$ cat src/rtl/vga_timing_pipe.sv
`default_nettype none
// vga_timing_pipe: DEPTH-stage register pipe for VGA timing and pixel-coordinate bundles,
// with fill tracking, DE gating until primed, and a one-cycle frame-start pulse. Rev 1.0
module vga_timing_pipe #(
  parameter int DEPTH    = 3,
  parameter int X_W      = 10,
  parameter int Y_W      = 10,
  parameter bit SYNC_ACT = 1'b0
) (
  input  logic           pclk,
  input  logic           reset_n,
  input  logic           en,
  input  logic           flush,
  input  logic           DE_i,
  input  logic           h_sync_i,
  input  logic           v_sync_i,
  input  logic [X_W-1:0] x_pixel_i,
  input  logic [Y_W-1:0] y_pixel_i,
  output logic           DE_o,
  output logic           h_sync_o,
  output logic           v_sync_o,
  output logic [X_W-1:0] x_pixel_o,
  output logic [Y_W-1:0] y_pixel_o,
  output logic           primed_o,
  output logic           frame_start_o
);

  localparam int               CNT_W   = $clog2(DEPTH + 1);
  localparam logic [CNT_W-1:0] CNT_MAX = CNT_W'(DEPTH);
  localparam logic             SYNC_IDLE = ~SYNC_ACT;

  typedef struct packed {
    logic           de;
    logic           hs;
    logic           vs;
    logic [X_W-1:0] x;
    logic [Y_W-1:0] y;
  } bundle_t;

  localparam bundle_t IDLE = '{de: 1'b0, hs: SYNC_IDLE, vs: SYNC_IDLE, x: '0, y: '0};

  bundle_t          stage_in;
  bundle_t          stage_q [DEPTH];
  bundle_t          last_prev;
  logic [CNT_W-1:0] fill_q;
  logic [CNT_W-1:0] fill_nxt;
  logic             primed_nxt;
  logic             vs_edge;
  logic             frame_start_q;

  assign stage_in = '{de: DE_i, hs: h_sync_i, vs: v_sync_i, x: x_pixel_i, y: y_pixel_i};

  // last_prev is what the output stage will load on the next enabled advance
  generate
    if (DEPTH == 1) begin : g_single
      assign last_prev = stage_in;
    end else begin : g_multi
      assign last_prev = stage_q[DEPTH-2];
    end
  endgenerate

  always_ff @(posedge pclk) begin
    if (!reset_n || flush) begin
      for (int k = 0; k < DEPTH; k++) begin
        stage_q[k] <= IDLE;
      end
    end else if (en) begin
      stage_q[0] <= stage_in;
      for (int k = 1; k < DEPTH; k++) begin
        stage_q[k] <= stage_q[k-1];
      end
    end
  end

  always_comb begin
    fill_nxt   = (fill_q == CNT_MAX) ? fill_q : fill_q + CNT_W'(1);
    primed_nxt = primed_o | (fill_nxt == CNT_MAX);
    vs_edge    = (stage_q[DEPTH-1].vs == SYNC_IDLE) && (last_prev.vs == SYNC_ACT);
  end

  // the pulse is qualified by the post-edge primed state so the priming edge itself can fire
  always_ff @(posedge pclk) begin
    if (!reset_n || flush) begin
      fill_q        <= '0;
      primed_o      <= 1'b0;
      frame_start_q <= 1'b0;
    end else if (en) begin
      fill_q        <= fill_nxt;
      primed_o      <= primed_nxt;
      frame_start_q <= vs_edge & primed_nxt;
    end else begin
      frame_start_q <= 1'b0;
    end
  end

  assign DE_o          = stage_q[DEPTH-1].de & primed_o;
  assign h_sync_o      = stage_q[DEPTH-1].hs;
  assign v_sync_o      = stage_q[DEPTH-1].vs;
  assign x_pixel_o     = stage_q[DEPTH-1].x;
  assign y_pixel_o     = stage_q[DEPTH-1].y;
  assign frame_start_o = frame_start_q;

endmodule
`default_nettype wire

$ cat config.mk
export PLATFORM = sky130hd
export DESIGN_NAME = vga_timing_pipe
export DESIGN_NICKNAME = d
export VERILOG_FILES = /design/src/rtl/vga_timing_pipe.sv
export SDC_FILE = /design/constraint.sdc
export NUM_CORES = 1
export LEC_CHECK = 0
export ABC_CLOCK_PERIOD_IN_PS = 2000
export BUFFER_PORTS_ARGS = -buffer_cell sky130_fd_sc_hd__buf_2
export CELL_PAD_IN_SITES_DETAIL_PLACEMENT = 0
export CELL_PAD_IN_SITES_GLOBAL_PLACEMENT = 1
export CORE_MARGIN = 10
export CORE_UTILIZATION = 38
export DETAILED_ROUTE_END_ITERATION = 8
export PLACE_DENSITY_LB_ADDON = 0.1
export SLEW_MARGIN = 20
export SYNTH_ARGS = -nofsm -noshare
export SYNTH_HDL_FRONTEND = slang
export SYNTH_SLANG_ARGS = --single-unit
$ cat constraint.sdc
create_clock -name pclk -period 2 [get_ports pclk]
set_input_delay 0.2 -clock pclk [delete_from_list [all_inputs] [get_ports pclk]]
set_output_delay 0.2 -clock pclk [all_outputs]
set_load 0.01 [all_outputs]
Word level (Yosys, flattened, before mapping)
Memories as Yosys holds them, arrays and structs flattened.
Index checks and enable logic that the tools add are counted.
{ "word_totals": {"regBits": 4, "ram_bits": 69, "in_bits": 27, "word_cells": 28, "n_memories": 1} }
{ "memory_table": {"columns": ["memory", "depth", "width", "read_ports", "rd_ports_with_merged_regs", "write_ports", "line", "text"], "rows": [
  ["stage_q", 3, 23, 3, 0, 3, "43", "bundle_t stage_q [DEPTH];"]
]} }
{ "op_classes": {"addsub": 1, "n_eq_ne": 2, "muxes": 9, "n_bitwise": 8, "n_reduce_logical": 4} }
{ "op_table": {"columns": ["operator", "n"], "rows": [
  ["2-to-1 mux 23 bit", 3],
  ["2-to-1 mux 1 bit", 5],
  ["== test 2 bit, second input constant", 2],
  ["OR 1 bit", 4],
  ["adder 2 x 1 -> 2 bit, second input constant", 1],
  ["bitwise AND 1 bit", 2],
  ["2-to-1 mux 2 bit", 1],
  ["NOT 1 bit", 2],
  ["OR reduction 2 bit", 1],
  ["logical AND 1 bit", 1],
  ["zero test 1 bit", 1],
  ["logical OR 1 bit", 1]
]} }

Depth between registers and ports, before layout
{ "logic_depth": {"word_depth": 5, "ltp_mapped": 4} }

Worst setup path before layout
OpenSTA, ideal clock, no wires.
{ "synth_path": {"kind": "input-to-reg", "from": "input port flush", "to": "memory stage_q[0][0] (netlist bit) (enable)", "setup_time_ns": 0.397, "arrival_time_ns": 1.246, "required_ns": 1.603, "setup_slack_ns": 0.357, "stages": 2, "cell_sequence": "nand2b_1 -> or2_2"} }
{ "synth_lines": {"columns": ["item", "line", "text"], "rows": [
  ["from (decl)", "13", "input logic flush,"],
  ["to (decl)", "43", null]
]} }

==> out/qor.txt <==
===============================================================================================
Die Area                                                                            11,400 um^2
Growth of design area from synthesis to finish                                            13.8%
Fraction of final layout cells with drive strength greater than 1                         31.7%
Die height                                                                               107 um
Total number of vias                                                                      1,303
Inserted Diodes                                                                               0
Number of buffers added to fix hold violations after cts                                      0
Fraction of power consumed by the clock network                                           36.4%
Worst hold path class                                                              input pin to flip-flop
Core area                                                                             7290 um^2
Worst slack after detailed placement                                                     353 ps
Required arrival time at the worst endpoint                                             1960 ps
Global-route track usage on met1                                                          9.23%
RSZ-0062 raised after global routing                                                         no
Final setup violation count                                                                   0
Overflow left after global routing                                                            0
Detailed Route WL                                                                       4150 um
Global-route wire length before repair                                                  6950 um
# placed instances                                                                          307
TritonCTS clock tree                                                                       done
Synthesis-stage register bit count                                                           73
Final TNS setup                                                                            0 ps
Worst-path maximum fanout                                                                    69
Grt peak-use layer                                                                         met2
Critical path launch point type                                                       input pin
Max Buffers Root-to-Sink                                                                      2
Horizontal extent of the die                                                             107 um
Slew at the pin closest to its max-slew limit                                            828 ps
Count of yosys warnings during synthesis                                                      0
Number of antenna violations at the first check in global routing                             0
Synth cell types                                                                             14
Syn_area_per_cell                                                                     15.6 um^2
Maximum number of pins on one net before global-route repair                                 71
Total clock buffers created by CTS                                                            9
Residual antenna-violating net count after detailed routing                                   0
Number of levels the H-tree was split into                                                    3
Final Hold Viols                                                                              0
Met2 track utilization from global routing                                                10.4%
Gp weighted congestion                                                                    0.669
Routed length per instance                                                              12.9 um
Number of fill cells                                                                        688
Critical Path End Type                                                                flip-flop
Worst-Skew Late Latency                                                                  330 ps
Number of global-route vias before repair                                                 1,368
Clock Skew                                                                              2.17 ps
Final cell count without fillers                                                            323
Total leakage power                                                                     1.37 nW
Gate count of the mapped netlist                                                            183
Clock input transition at the sequential cells of the worst setup and hold paths          70 ps
Std cell rows                                                                                31
Starting Density                                                                          39.3%
Number of clock sinks                                                                        73
VDD IR max                                                                             0.331 mV
Maxcap violations                                                                             0
Slack of the critical path                                                               713 ps
Fmax                                                                                    777 MHz
Hold WS                                                                                  132 ps
Clk Tree Root Cell                                                                     clkbuf_8
Net Switching                                                                          0.578 mW
Net switching share of the total power                                                    19.8%
Total standard cell area after synthesis                                              2860 um^2
Vias per std cell                                                                          4.03
Register share of total power                                                             59.8%
Max-slew headroom at the worst pin                                                        44.8%
Power density over the cells                                                        899 nW/um^2
Pint                                                                                    2.35 mW
Iteration-0 DRC count of the detailed router                                                 69
Post-cts sizing count                                                                         0
Gr usage total                                                                            7.97%
Arrival time at the worst endpoint                                                      1250 ps
Boundary Pins                                                                                52
Mapped Nets                                                                                 210
Final critical delay including setup and external delays                                1290 ps
Pins over their slew limit                                                                    0
Post-CTS setup buffers                                                                        0
Final-stage net count                                                                       246
Outcome                                                                            finished, final reports clean
Post-synthesis sequential area ratio                                                      75.2%
First-pass iteration count of the detailed router                                             4
Met3 track demand over resource                                                           5.09%
Share of power burned in combinational logic                                               3.8%
Post-detail-place hpwl                                                                  2720 um
Kind of critical path                                                              input pin to flip-flop
Number of port buffers                                                                       51
Remaining design rule violation count                                                         0
Part of the cycle the worst path needs                                                    64.3%
===============================================================================================
power groups by stage:
stage                     Clock [mW]  Sequential [mW]  Combinational [mW]
final                           1.06             1.75               0.111
after floorplan                    0             1.78              0.0836
after CTS                       1.10             1.75               0.115
after detailed placement           0             1.79               0.114
after global placement             0             1.79               0.110
after global routing            1.18             1.76               0.126
cells in the mapped netlist:
library cell | instances | area share [%]
a21oi_1 | 2 | 0.35
and2_1 | 64 | 14
and3b_1 | 2 | 0.61
buf_4 | 21 | 5.5
buf_6 | 1 | 0.39
clkbuf_2 | 6 | 1.0
dfxtp_1 | 4 | 2.8
edfxtp_1 | 69 | 72
nand2b_1 | 7 | 1.5
nor2_1 | 3 | 0.39
nor3_1 | 1 | 0.17
nor3b_2 | 1 | 0.44
o21ai_0 | 1 | 0.17
or2_2 | 1 | 0.22
sequential cells by signal, indices dropped and copies added (netlist names):
name and count:
stage_q 69, fill_q 2, primed_o 1, frame_start_o 1
cell usage in the layout, fill, tap and decap left out, drive strengths merged:
| master | instances |
|---|---|
| a21oi | 2 |
| or2 | 1 |
| and2 | 64 |
| nor3 | 1 |
| bufinv | 1 |
| clkinv | 5 |
| o21ai | 1 |
| edfxtp | 69 |
| dfxtp | 4 |
| buf | 53 |
| nor3b | 1 |
| and3b | 2 |
| clkinvlp | 1 |
| nand2b | 7 |
| nor2 | 3 |
| clkbuf | 9 |
layout make-up:
cell class	instances	area (um^2)	share of cell area [%]
tap	99	124	3.80
timing repair buffer	53	283	8.68
clock inverter	7	61.3	1.88
clock buffer	9	124	3.80
multi-input combinational	82	513	15.8
sequential	73	2150	66.1
metrics by stage:
stage | area [um^2] | total power [mW] | util, %
floorplan | 2860 | 1.86 | -
global placement | 3070 | 1.90 | 42.1
detailed placement | 3070 | 1.90 | 42.1
CTS | 3260 | 2.97 | 44.7
global route | 3260 | 3.06 | 44.7
finish | 3260 | 2.93 | 44.7
routing by layer:
layer / vias up / share of wire, %
met5: - / 0
met4: 0 / 2.1
met3: 7 / 12
met2: 43 / 41
met1: 579 / 45
li1: 674 / -
worst max-delay path, cell delays in order:
cell	delay (ps)
buf_2	90
nand2b_1	150
or2_2	130
buf_4	630
logic make-up (layout without fill, tap and decap cells):
| kind of cell | after synthesis | in the layout | synth area share (%) |
|---|---|---|---|
| AOI/OAI and AO/OA | 3 | 3 | 0.524 |
| buffers and inverters | 28 | 69 | 6.95 |
| DFF | 73 | 73 | 75.2 |
| and+or+nand+nor | 79 | 79 | 17.4 |
final timing paths:
path / start / end / slack, ps / cells past startpoint
hold / removal: v_sync_i / stage_q[0][20]$_SDFFCE_PN1P_ / 130 / 2
setup reg to reg: stage_q[0][43]$_SDFFCE_PN1P_ / stage_q[0][66]$_SDFFCE_PN1P_ / 1200 / 1
setup / recovery: flush / stage_q[0][41]$_SDFFCE_PN0P_ / 710 / 4
hold reg to reg: stage_q[0][43]$_SDFFCE_PN1P_ / frame_start_o$_SDFF_PN0_ / 450 / 1
No activity file was read; power rests on OpenSTA's default activity.
